### src/rtl/alu_sequencer.sv
// -----------------------------------------------------------------------------
// alu_sequencer
//
// Purpose:
//   Accepts one ALU request at a time, registers the operands and opcode onto a
//   multi-cycle ALU, waits a fixed number of cycles (DIV_LAT for DIV, ALU_LAT
//   for every other op), captures the ALU result and presents it as a response
//   held until the consumer takes it. Illegal opcodes never reach the ALU; they
//   produce an error response one cycle after acceptance.
//
// Ports:
//   clk          rising-edge clock
//   reset        synchronous active-high reset
//   req_valid    request present
//   req_ready    sequencer idle and able to accept a request
//   req_op       4-bit ALU operation code
//   req_a        operand A
//   req_b        operand B (shift/rotate amount in req_b[4:0])
//   alu_A        operand A held on the ALU input
//   alu_B        operand B held on the ALU input
//   alu_control  opcode held on the ALU input
//   alu_Zlow     ALU low result
//   alu_Zhigh    ALU high result (0 for everything except MUL/DIV)
//   rsp_valid    response present
//   rsp_ready    consumer accepts the response
//   rsp_lo       captured low result
//   rsp_hi       captured high result
//   rsp_err      response belongs to an illegal opcode
//   busy         request in flight or response pending
// -----------------------------------------------------------------------------
module alu_sequencer #(
    parameter int ALU_LAT = 2,
    parameter int DIV_LAT = 34
) (
    input  logic        clk,
    input  logic        reset,
    input  logic        req_valid,
    output logic        req_ready,
    input  logic [3:0]  req_op,
    input  logic [31:0] req_a,
    input  logic [31:0] req_b,
    output logic [31:0] alu_A,
    output logic [31:0] alu_B,
    output logic [3:0]  alu_control,
    input  logic [31:0] alu_Zlow,
    input  logic [31:0] alu_Zhigh,
    output logic        rsp_valid,
    input  logic        rsp_ready,
    output logic [31:0] rsp_lo,
    output logic [31:0] rsp_hi,
    output logic        rsp_err,
    output logic        busy
);

    localparam int          DATA_W  = 32;
    localparam logic [3:0]  OP_DIV  = 4'b1111;
    localparam logic [5:0]  ALU_CNT = ALU_LAT[5:0];
    localparam logic [5:0]  DIV_CNT = DIV_LAT[5:0];

    typedef enum logic [1:0] {
        IDLE,
        EXEC,
        DONE
    } state_t;

    state_t state;
    state_t state_next;

    logic [5:0] cnt;
    logic       illegal;
    logic       accept;
    logic       capture;

    // 1011, 1100 and 1101 are unassigned on the ALU.
    function automatic logic op_is_legal(input logic [3:0] op);
        return !(op == 4'b1011 || op == 4'b1100 || op == 4'b1101);
    endfunction

    function automatic logic [5:0] op_latency(input logic [3:0] op);
        return (op == OP_DIV) ? DIV_CNT : ALU_CNT;
    endfunction

    // ---- control: state register ----
    always_ff @(posedge clk) begin
        if (reset) begin
            state <= IDLE;
        end else begin
            state <= state_next;
        end
    end

    // ---- control: next state and handshake outputs ----
    always_comb begin
        state_next = state;
        accept     = 1'b0;
        capture    = 1'b0;
        req_ready  = 1'b0;
        rsp_valid  = 1'b0;
        busy       = 1'b0;

        unique case (state)
            IDLE: begin
                req_ready = 1'b1;
                if (req_valid) begin
                    accept     = 1'b1;
                    state_next = EXEC;
                end
            end
            EXEC: begin
                busy = 1'b1;
                // Capture on the last counted edge so the response appears
                // exactly the configured latency after acceptance.
                if (cnt == 6'd1) begin
                    capture    = 1'b1;
                    state_next = DONE;
                end
            end
            DONE: begin
                busy      = 1'b1;
                rsp_valid = 1'b1;
                if (rsp_ready) begin
                    state_next = IDLE;
                end
            end
            default: begin
                state_next = IDLE;
            end
        endcase
    end

    // ---- datapath: operand launch, latency count, result capture ----
    always_ff @(posedge clk) begin
        if (reset) begin
            cnt         <= 6'd0;
            illegal     <= 1'b0;
            alu_A       <= '0;
            alu_B       <= '0;
            alu_control <= 4'd0;
            rsp_lo      <= '0;
            rsp_hi      <= '0;
            rsp_err     <= 1'b0;
        end else begin
            if (accept) begin
                if (op_is_legal(req_op)) begin
                    alu_A       <= req_a;
                    alu_B       <= req_b;
                    alu_control <= req_op;
                    illegal     <= 1'b0;
                    cnt         <= op_latency(req_op);
                end else begin
                    // ALU inputs stay on the previous op; a one-cycle pass
                    // through EXEC turns into the error response.
                    illegal <= 1'b1;
                    cnt     <= 6'd1;
                end
            end else if (state == EXEC) begin
                cnt <= cnt - 6'd1;
            end

            if (capture) begin
                rsp_lo  <= illegal ? {DATA_W{1'b0}} : alu_Zlow;
                rsp_hi  <= illegal ? {DATA_W{1'b0}} : alu_Zhigh;
                rsp_err <= illegal;
            end
        end
    end

endmodule

### config.mk
export PLATFORM = sky130hd
export DESIGN_NAME = alu_sequencer
export DESIGN_NICKNAME = d
export VERILOG_FILES = /design/src/rtl/alu_sequencer.sv
export SDC_FILE = /design/constraint.sdc
export NUM_CORES = 1
export LEC_CHECK = 0
export CAP_MARGIN = 5
export CORE_ASPECT_RATIO = 0.5
export CORE_MARGIN = 5
export CORE_UTILIZATION = 35
export DETAILED_ROUTE_END_ITERATION = 8
export PLACE_DENSITY_LB_ADDON = 0.3
export RECOVER_POWER = 100
export SLEW_MARGIN = 20
export SYNTH_ARGS = -nofsm -noshare
export SYNTH_HDL_FRONTEND = slang
export SYNTH_SLANG_ARGS = --single-unit
export TNS_END_PERCENT = 20
### constraint.sdc
create_clock -name clk -period 1.87 [get_ports clk]
set_clock_uncertainty 0.05 [all_clocks]
set_input_delay 0.187 -clock clk [delete_from_list [all_inputs] [get_ports clk]]
set_output_delay 0.187 -clock clk [all_outputs]
set_load 0.02 [all_outputs]
### Yosys cells after proc, flatten, opt, wreduce, memory -nomap -nowiden

Cells that the tools add are included.

| word-level totals | value |
|---|---|
| register bits | 142 |
| input port bits | 136 |
| output and inout port bits | 136 |
| logic and storage cells | 46 |

| operators by class | value |
|---|---|
| add/subtract/negate cells | 1 |
| eq/ne operators | 10 |
| multiplexer cells | 18 |
| bitwise logic cells | 1 |
| reduce and logical (&&, ||, !) cells | 7 |

Operators by type and width:

| kind | count |
|---|---|
| two-way mux 32 bit | 2 |
| two-way mux 6 bit | 4 |
| == test 4 bit, second input constant | 4 |
| two-way mux 1 bit | 8 |
| == test 6 x 1 -> 1 bit, second input constant | 1 |
| two-way mux 2 bit | 3 |
| inequality test 2 bit, second input constant | 3 |
| case mux 2 bit (3 select lines) | 1 |
| subtractor 6 x 1 -> 6 bit, second input constant | 1 |
| AND reduction 3 bit | 1 |
| == test 2 x 1 -> 1 bit, second input constant | 1 |
| == test 2 bit, second input constant | 1 |
| zero test 2 bit | 1 |
| logical OR 1 bit | 2 |
| AND reduction 2 bit | 1 |
| nonzero test 2 bit | 1 |
| OR reduction 2 bit | 1 |
| inverter 1 bit | 1 |

### Logic depth before layout (Yosys ltp)

Gate-level depths: netlist of the first run.

| logic depth | value |
|---|---|
| depth in word-level cells | 5 |
| gate-level depth with buffers | 9 |

### Worst setup path after synthesis of the first run

No wires, ideal clock.

| timing | value |
|---|---|
| path kind | reg2reg |
| start point | reg state[0] |
| end point | reg alu_B[10] |
| setup time | 0.132 ns |
| arrival time | 1.598 ns |
| required time | 1.688 ns |
| slack | 0.090 ns |
| stages on the path, launching flop included | 10 |
| buffers on the path | 3 |
| period minus slack after synthesis | 1.780 ns |
| cells stage by stage | dfxtp_1 -> inv_1 -> ha_1 -> and2_2 -> and3_1 -> buf_2 -> buf_4 -> buf_6 -> nand2_1 -> a21oi_1 |

| between the ends | value |
|---|---|
| longest elaborated chain between the ends | 3 |

RTL lines:

| item | line | RTL |
|---|---|---|
| start: declaration | 66 | `state_t state;` |
| start signal: assignment | 88 | `state <= state_next;` |
| zero test 2 bit | 101 | `unique case (state)` |
| two-way mux 1 bit | 101 |  |
| AND reduction 2 bit (no source line) | - |  |
| end signal: assignment | 146 | `alu_B <= req_b;` |
| end: declaration | 43 | `output logic [31:0] alu_B,` |

No other way between the ends.
A chain may end at the register's enable or synchronous reset.

### Worst setup path in the final report of the first run

| timing | value |
|---|---|
| start point | reg state[0] |
| end point | reg cnt[0] |

| between the ends | value |
|---|---|
| longest elaborated chain between the ends | 3 |
| elaborated cells between the ends (all ways) | 5 |
| classes of those cells | 1 x eq/ne; 2 x mux; 2 x reduce/logical |

RTL lines:

| item | line | RTL |
|---|---|---|
| zero test 2 bit | 101 |  |
| two-way mux 1 bit | 101 |  |
| two-way mux 6 bit / nonzero test 2 bit (equally long branches) | - |  |
| end signal: assignment | 149 | `cnt <= op_latency(req_op);` |
| end signal: assignment | 157 | `cnt <= cnt - 6'd1;` |
| end: declaration | 69 | `logic [5:0] cnt;` |

Several ways; a longest one is shown, not always the timed one.

==> qor.txt, run 1 <==
outcome - finished, final reports clean
# diodes - 0
DR WL/cell - 15.48 um
Clock transition at path regs - 0.06 ns
Final Critical Period - 1.739 ns
Final HPWL DP - 12,060 um
Max VDD drop - 0.0005674 V
initial core utilization - 0.3547
number of cell rows - 32
drt via density - 4.762
worst hold path type - in2reg
crit-path max FO - 19
Port Buffers - 271
total track usage - 0.1805
Critical Path Start Type - flip-flop
first-pass GRT wire length - 26,650 um
pin count of the biggest net entering global routing - 66
Synth async-reset ratio - 0
CTS tree - built
synthesis-to-finish area growth - 64.14%
max_cap viols - 0
slowest CP cell - dfxtp_1
Top Ports - 272
die area - 0.01824 mm^2
CTS root buffer - clkbuf_16
Synth Cell Area - 0.005425 mm^2
H-Tree Depth - 4
register area share after synthesis - 0.5240
setup bufs post-CTS - 0
syn_area_per_cell - 8.372 um^2
layout cell share with drive strength beyond 1 - 0.05811
Tcrit/Tclk final - 0.9300
DRT Pass-1 Iters - 5
setup_tns - 0 ns
number of flops mapped to enable cells by yosys - 0
arrival time at the worst endpoint - 1.99 ns
final hold violation count - 0
fillers - 1,364
RSZ-0062 raised after global routing - false
critical path data required time - 2.13 ns
Slew Viols, Final - 0
Synth Flop Type - dfxtp_1
Worst slew margin - 0.6494
Detailed Route Iter0 Violations - 202
register area - 0.002843 mm^2
Worst-Margin Slew - 0.5259 ns
Fmax - 575.0 MHz
core area - 0.01529 mm^2
gr ovfl total - 0
setup violators final - 0
clk buf depth - 2
clk sink count - 142
Pwr Density - 1078 mW/mm^2
CP Class - reg2reg
Setup crit end kind - flip-flop
worst skew pair latency - 0.40 ns
CTS buffer count - 17
Mapped Nets - 790
post-synth cell types - 33
vias in the first global route - 5,269
antenna violations before repair - 0
CP Cell Sequence - inv_1 -> ha_1 -> and2_2 -> and3_4 -> clkbuf_16 -> a211oi_1
Die H - 98.04 um
Final nets - 1,043
die extent in x - 186.1 um
Total Routed Length - 17,280 um
Seq cells post-synth - 142
Mapped Cells - 648
Via Count - 5,314
LEAKAGE - 0.003549 uW
ANT nets after route - 0
Util after Layout - 0.5822
routability cong. - 0.7122
drc violations - 0
yosys warns - 0
crit-path max cell delay - 0.35 ns
multi-input logic area - 0.002267 mm^2
-- flip-flops by register name (all words and copies together), names as in the netlist --
register and count:
rsp_lo 32, rsp_err 1, cnt 6, rsp_hi 32
illegal 1, alu_A 32, alu_control 4, alu_B 32
state 2
-- per-layer routing --
metal  up-vias  share of wire  global-route usage  routed length [um]
met3        24          0.052             0.05024                 901
met4         0          0.020             0.05876                 342
met2       144           0.53              0.3326                9083
met1      2493           0.40              0.2005                6948
li1       2653              -                   -                   -
met5         -              0                   0                   0
-- path summary, 6_finish.rpt --
check,endpoint,from,cells after the start,slack [ns]
worst max-delay path,cnt[0],state[0],6,0.13
worst min-delay path,alu_B[28],reset,2,0.15
worst max register to register,cnt[0],state[0],6,0.13
worst min register to register,rsp_lo[11],rsp_lo[11],2,0.40
-- cells in the mapped netlist (2+ instances only) --
master | instances | area share
xor2_1 | 2 | 0.0032
a21oi_1 | 136 | 0.13
buf_1 | 4 | 0.0028
nand2_1 | 202 | 0.14
ha_1 | 6 | 0.014
nor2_1 | 4 | 0.0028
buf_8 | 5 | 0.014
and3_1 | 2 | 0.0023
nor3_1 | 7 | 0.0065
inv_1 | 7 | 0.0048
clkbuf_1 | 24 | 0.017
nand2b_1 | 2 | 0.0023
nand3b_1 | 65 | 0.090
dfxtp_1 | 142 | 0.52
nand3_1 | 2 | 0.0018
xnor2_1 | 3 | 0.0048
buf_2 | 17 | 0.016
o21ai_0 | 2 | 0.0018
a211oi_1 | 2 | 0.0028
-- final cells by class --
class	count	area share
multi-input cells	446	0.2546
well taps	204	0.02866
flip-flops and latches	142	0.3192
inverters	7	0.002951
clock inverters	12	0.01377
clock buffers	18	0.04932
repair buffers	287	0.3315
-- metrics by stage --
step	setup WS [ns]	power, uW	hold WS [ns]	instance area (um^2)	instances
after floorplan	0.08958	5220	0.2730	5425	648
after global placement	0.1730	6468	0.3870	8335	1085
after detailed placement	0.1215	6528	0.3935	8335	1085
after CTS	0.09375	9793	0.1394	8894	1115
after global routing	0.02043	10090	0.1567	8905	1116
final	0.1309	9598	0.1466	8905	1116
-- cell usage in the layout (no fill, tap or decap), types with 3 or more instances in the layout --
| cell type | count |
|---|---|
| a21oi_1 | 136 |
| buf_12 | 8 |
| buf_4 | 6 |
| clkbuf_16 | 18 |
| clkdlybuf4s50_1 | 134 |
| clkinv_2 | 6 |
| dfxtp_1 | 142 |
| dlygate4sd2_1 | 3 |
| dlygate4sd3_1 | 133 |
| ha_1 | 6 |
| inv_1 | 7 |
| nand2_1 | 202 |
| nand3b_1 | 65 |
| nor2_1 | 4 |
| nor3_1 | 7 |
| xnor2_1 | 3 |
-- timing repair --
action	4_1_cts	5_1_grt
hold buffers	0	0
cloned	0	1
setup endpoints to repair	3	1
gates resized for setup	3	2
-- power breakdown --
part	switching [uW]	internal, uW	leakage (uW)
Sequential	189	3380	0.00116
Combinational	1500	1270	0.00212
Clock	1280	1970	0.000277
Total	2970	6620	0.00355
-- worst max-delay path, delay by kind of cell (launching register included) --
kind / cells / cell delay, ns
flops: 1 / 0.35
compound gates: 1 / 0.26
fa+ha+maj: 1 / 0.25
simple gates: 2 / 0.44
buf+inv: 2 / 0.28
-- kinds of logic after synthesis --
group | count (synthesis) | synth area share
flops | 142 | 0.5240
compound gates | 143 | 0.1340
fa+ha+maj | 6 | 0.01384
xor+xnor | 5 | 0.008073
buf+inv | 60 | 0.06089
simple gates | 291 | 0.2574
mux | 1 | 0.001845
Power figures use the tool's default switching activity.
==> run 2, diff against run 1 <==
- SKIP_LAST_GASP: default -> 1
==> qor.txt, run 2 (same netlist as run 1, synthesis figures left out) <==
outcome - finished, violations left
failing checks - negative setup slack
total track usage - 0.1805
Top Ports - 272
arrival time at the worst endpoint - 1.65 ns
Via Count - 5,284
Final HPWL DP - 12,060 um
Die H - 98.04 um
routability cong. - 0.7122
Final Critical Period - 1.888 ns
die extent in x - 186.1 um
slack of the critical path - -0.01845 ns
Pwr Total - 9492 uW
LEAKAGE - 0.003522 uW
worst setup path endpoint - rsp_valid
vias in the first global route - 5,269
most common cell after layout, fill and taps aside - nand2_1
RSZ-0062 raised after global routing - true
crit-path max FO - 3
Pwr Density - 1074 mW/mm^2
Worst slew margin - 0.6456
register area - 0.002843 mm^2
Crit. Startpoint - state[0]
ANT nets after route - 0
Buf/Inv on CP - 2
gr ovfl total - 0
CP Cell Sequence - inv_1 -> ha_1 -> clkdlybuf4s50_1
Fmax - 529.5 MHz
Total Routed Length - 17,050 um
multi-input logic area - 0.002257 mm^2
drc violations - 0
CTS tree - built
Worst-Margin Slew - 0.5316 ns
most frequent cells in the layout - nand2_1, dfxtp_1, a21oi_1, clkdlybuf4s50_1, dlygate4sd3_1
critical path data required time - 1.63 ns
Hold WS - 0.1472 ns
Final nets - 1,042
Clock transition at path regs - 0.06 ns
family with the most delay on the worst path - buffers and inverters
Worst R2R End - alu_control[3]
clk buf depth - 2
Max VDD drop - 0.0005784 V
H-Tree Depth - 4
final non-filler cell total - 1,115
antenna violations before repair - 0
synthesis-to-finish area growth - 62.87%
drt via density - 4.739
core area - 0.01529 mm^2
critical path depth - 3
# diodes - 0
slowest CP cell - clkdlybuf4s50_1
max_cap viols - 0
pin count of the biggest net entering global routing - 66
DP Worst Slack - 0.1215 ns
crit-path max cell delay - 0.64 ns
first-pass GRT wire length - 26,650 um
DR WL/cell - 15.29 um
Detailed Route Iter0 Violations - 183
layout cell share with drive strength beyond 1 - 0.05379
number of cell rows - 32
initial core utilization - 0.3547
Slew Viols, Final - 0
fillers - 1,371
setup bufs post-CTS - 0
setup_tns - -0.01845 ns
final hold violation count - 0
clk sink count - 142
DRT Pass-1 Iters - 5
Setup crit end kind - output port
reg2reg setup slack - 0.04 ns
CP Class - reg2out
Reg-to-Reg Start - state[0]
worst skew pair latency - 0.40 ns
Tcrit/Tclk final - 1.010
Critical Path Start Type - flip-flop
worst hold path type - in2reg
setup violators final - 1
die area - 0.01824 mm^2
Port Buffers - 271
CTS buffer count - 17
reg2reg path depth - 7
hold_buf cts - 0
CTS root buffer - clkbuf_16
dpl cells - 1,085
[run 2: cell count changes in the layout (fill, tap and decap cells not counted), sizes merged]
cell           change
clkbuf             +1
buf                -1
dlygate4sd2        -2
clkdlybuf4s50      +1
[run 2: report_power, final]
| part | internal [uW] | switching [uW] |
|---|---|---|
| Sequential | 3380 | 189 |
| Combinational | 1190 | 1470 |
| Clock | 1970 | 1280 |
| Total | 6550 | 2940 |
[run 2: worst min-delay path by stage]
| stage | start | end | slack, ns | cells after the start |
|---|---|---|---|---|
| after floorplan | req_a[0] | alu_A[0] | 0.27 | 2 |
| after global placement | rsp_lo[31] | rsp_lo[31] | 0.39 | 2 |
| after detailed placement | rsp_lo[23] | rsp_lo[23] | 0.39 | 2 |
| after CTS | reset | alu_B[28] | 0.14 | 2 |
| after global routing | reset | alu_A[14] | 0.16 | 2 |
| final | reset | alu_B[28] | 0.15 | 2 |
[run 2: per-layer routing]
metal / vias to the layer above / routed length [um] / track usage
met5: - / 0 / 0
met4: 0 / 350 / 0.05876
met3: 25 / 911 / 0.05024
met2: 141 / 8939 / 0.3326
met1: 2466 / 6850 / 0.2005
li1: 2652 / - / -
[run 2: through the flow]
| step | util | cell area [um^2] |
|---|---|---|
| final | 0.5777 | 8836 |
| after global routing | 0.5777 | 8836 |
| after CTS | 0.5816 | 8896 |
| after detailed placement | 0.5450 | 8335 |
| after global placement | 0.5450 | 8335 |
| after floorplan | - | 5425 |
[run 2: final cells by class]
class / instances / share of cell area
flip-flops and latches: 142 / 0.3217
inverters: 7 / 0.002974
well taps: 204 / 0.02889
clock inverters: 12 / 0.01388
multi-input cells: 446 / 0.2555
repair buffers: 286 / 0.3274
clock buffers: 18 / 0.04970
[run 2: worst reg2reg max path, cell delays in order (launching register included)]
cell and delay (ns):
dfxtp_1 0.32, inv_1 0.11, ha_1 0.22, and2_2 0.21, and3_1 0.22, buf_6 0.29
nor2_1 0.11, nor3_1 0.21
[run 2: what timing repair did]
action | in CTS | in global routing
gates resized for setup | 1 | 1
gates cloned | 0 | 0
endpoints found under the setup margin | 3 | 3
hold endpoints to repair | 0 | 0
==> run 3, diff against run 2 <==
- PLACE_DENSITY_LB_ADDON: 0.3 -> 0.15
==> qor.txt, run 3 (same netlist as run 1, synthesis figures left out) <==
outcome - finished, final reports clean
most frequent cells in the layout - nand2_1, dfxtp_1, a21oi_1, clkdlybuf4s50_1, dlygate4sd3_1
H-Tree Depth - 4
DRT Pass-1 Iters - 4
slowest CP cell - dfxtp_1
Critical Path Start Type - flip-flop
Worst-Margin Slew - 0.3736 ns
Setup crit end kind - output port
worst skew pair latency - 0.40 ns
total track usage - 0.1744
setup bufs post-CTS - 0
Clock transition at path regs - 0.06 ns
Via Count - 5,227
DR WL/cell - 14.92 um
pin count of the biggest net entering global routing - 66
register area - 0.002843 mm^2
Total Routed Length - 16,650 um
LEAKAGE - 0.003507 uW
ANT nets after route - 0
layout cell share with drive strength beyond 1 - 0.05482
reg2reg setup slack - 0.17 ns
# diodes - 0
Final HPWL DP - 11,360 um
die extent in x - 186.1 um
Crit. Startpoint - state[0]
Worst R2R End - alu_control[3]
core area - 0.01529 mm^2
final non-filler cell total - 1,116
CP Class - reg2out
worst hold path type - in2reg
clk buf depth - 2
GRT Max-Usage Layer - met2
worst setup path endpoint - busy
RSZ-0062 raised after global routing - false
GR Util met3 - 0.05992
Tcrit/Tclk final - 0.9147
multi-input logic area - 0.002262 mm^2
Max VDD drop - 0.0006265 V
max_cap viols - 0
Die H - 98.04 um
grt met2 use - 0.3012
critical path data required time - 1.63 ns
drc violations - 0
Util after Layout - 0.5792
Top Ports - 272
vias in the first global route - 5,216
CP Cell Sequence - inv_1 -> ha_1 -> dlygate4sd2_1
setup violators final - 0
fillers - 1,377
grt met1 use - 0.2072
CTS root buffer - clkbuf_16
number of cell rows - 32
initial core utilization - 0.3547
die area - 0.01824 mm^2
Detailed Route Iter0 Violations - 220
antenna violations before repair - 0
Pwr Density - 1068 mW/mm^2
reg2reg path depth - 7
most common cell after layout, fill and taps aside - nand2_1
Fmax - 584.6 MHz
CTS buffer count - 17
clk sink count - 142
final hold violation count - 0
Final Critical Period - 1.711 ns
Final nets - 1,042
routability cong. - 0.7092
drt via density - 4.684
arrival time at the worst endpoint - 1.47 ns
Slew Viols, Final - 0
first-pass GRT wire length - 26,140 um
dpl cells - 1,084
Port Buffers - 271
crit-path max cell delay - 0.36 ns
synthesis-to-finish area growth - 63.28%
CTS tree - built
gr ovfl total - 0
crit-path max FO - 3
Reg-to-Reg Start - state[1]
Worst slew margin - 0.7474
-- run 3: changes by cell type in the layout (fill, tap and decap cells not counted), sizes merged --
cell and change:
bufinv -1, clkbuf +2, clkdlybuf4s50 -1, clkinv -5, clkinvlp +3, inv +3
-- run 3: where the power goes --
group          switching (uW)  internal [uW]
registers                 188           3380
clock network            1310           1870
logic                    1480           1240
-- run 3: routing by layer --
layer | up-vias | routed length, um | share of wire
met4 | 0 | 184 | 0.011
met2 | 142 | 8097 | 0.49
met3 | 16 | 1358 | 0.082
met1 | 2423 | 7012 | 0.42
met5 | - | 0 | 0
li1 | 2646 | - | -
-- run 3: timing repair --
| item | 4_1_cts | 5_1_grt |
|---|---|---|
| cloned | 0 | 1 |
| hold buffers | 0 | 0 |
| resized for setup | 1 | 3 |
| endpoints found under the setup margin | 3 | 18 |
-- run 3: worst min path at each step --
stage                 end  depth (start not counted)       start  slack (ns)
6_report         alu_A[7]                          2       reset        0.13
5_1_grt          alu_A[6]                          2       reset        0.13
4_1_cts          alu_A[6]                          2       reset        0.12
3_5_place_dp   rsp_lo[25]                          2  rsp_lo[25]        0.39
3_3_place_gp   rsp_lo[25]                          2  rsp_lo[25]        0.39
2_1_floorplan    alu_A[0]                          2    req_a[0]        0.27
-- run 3: metrics by stage --
step	hold slack, ns	area, um^2	total power (uW)	setup TNS (ns)	setup slack (ns)
finish	0.1344	8859	9463	0	0.1594
global route	0.1268	8859	9982	0	0.01364
CTS	0.1215	8870	9740	-0.1266	-0.09615
detailed placement	0.3930	8315	6510	0	0.1048
global placement	0.3875	8315	6471	0	0.1693
floorplan	0.2730	5425	5220	0	0.08958
-- run 3: cell type report --
cell class                 count  share of cell area
clock buffer                  19             0.05000
clock inverter                12             0.01271
inverter                       7            0.002966
multi-input combinational    446              0.2554
sequential                   142              0.3209
tap                          204             0.02881
timing repair buffer         286              0.3292
-- run 3: critical path: cells and delay by family, from the launching register on --
| kind | cells | cell delay (ns) |
|---|---|---|
| adder cells (fa/ha/maj) | 1 | 0.28 |
| buffers and inverters | 2 | 0.43 |
| flip-flops | 1 | 0.36 |
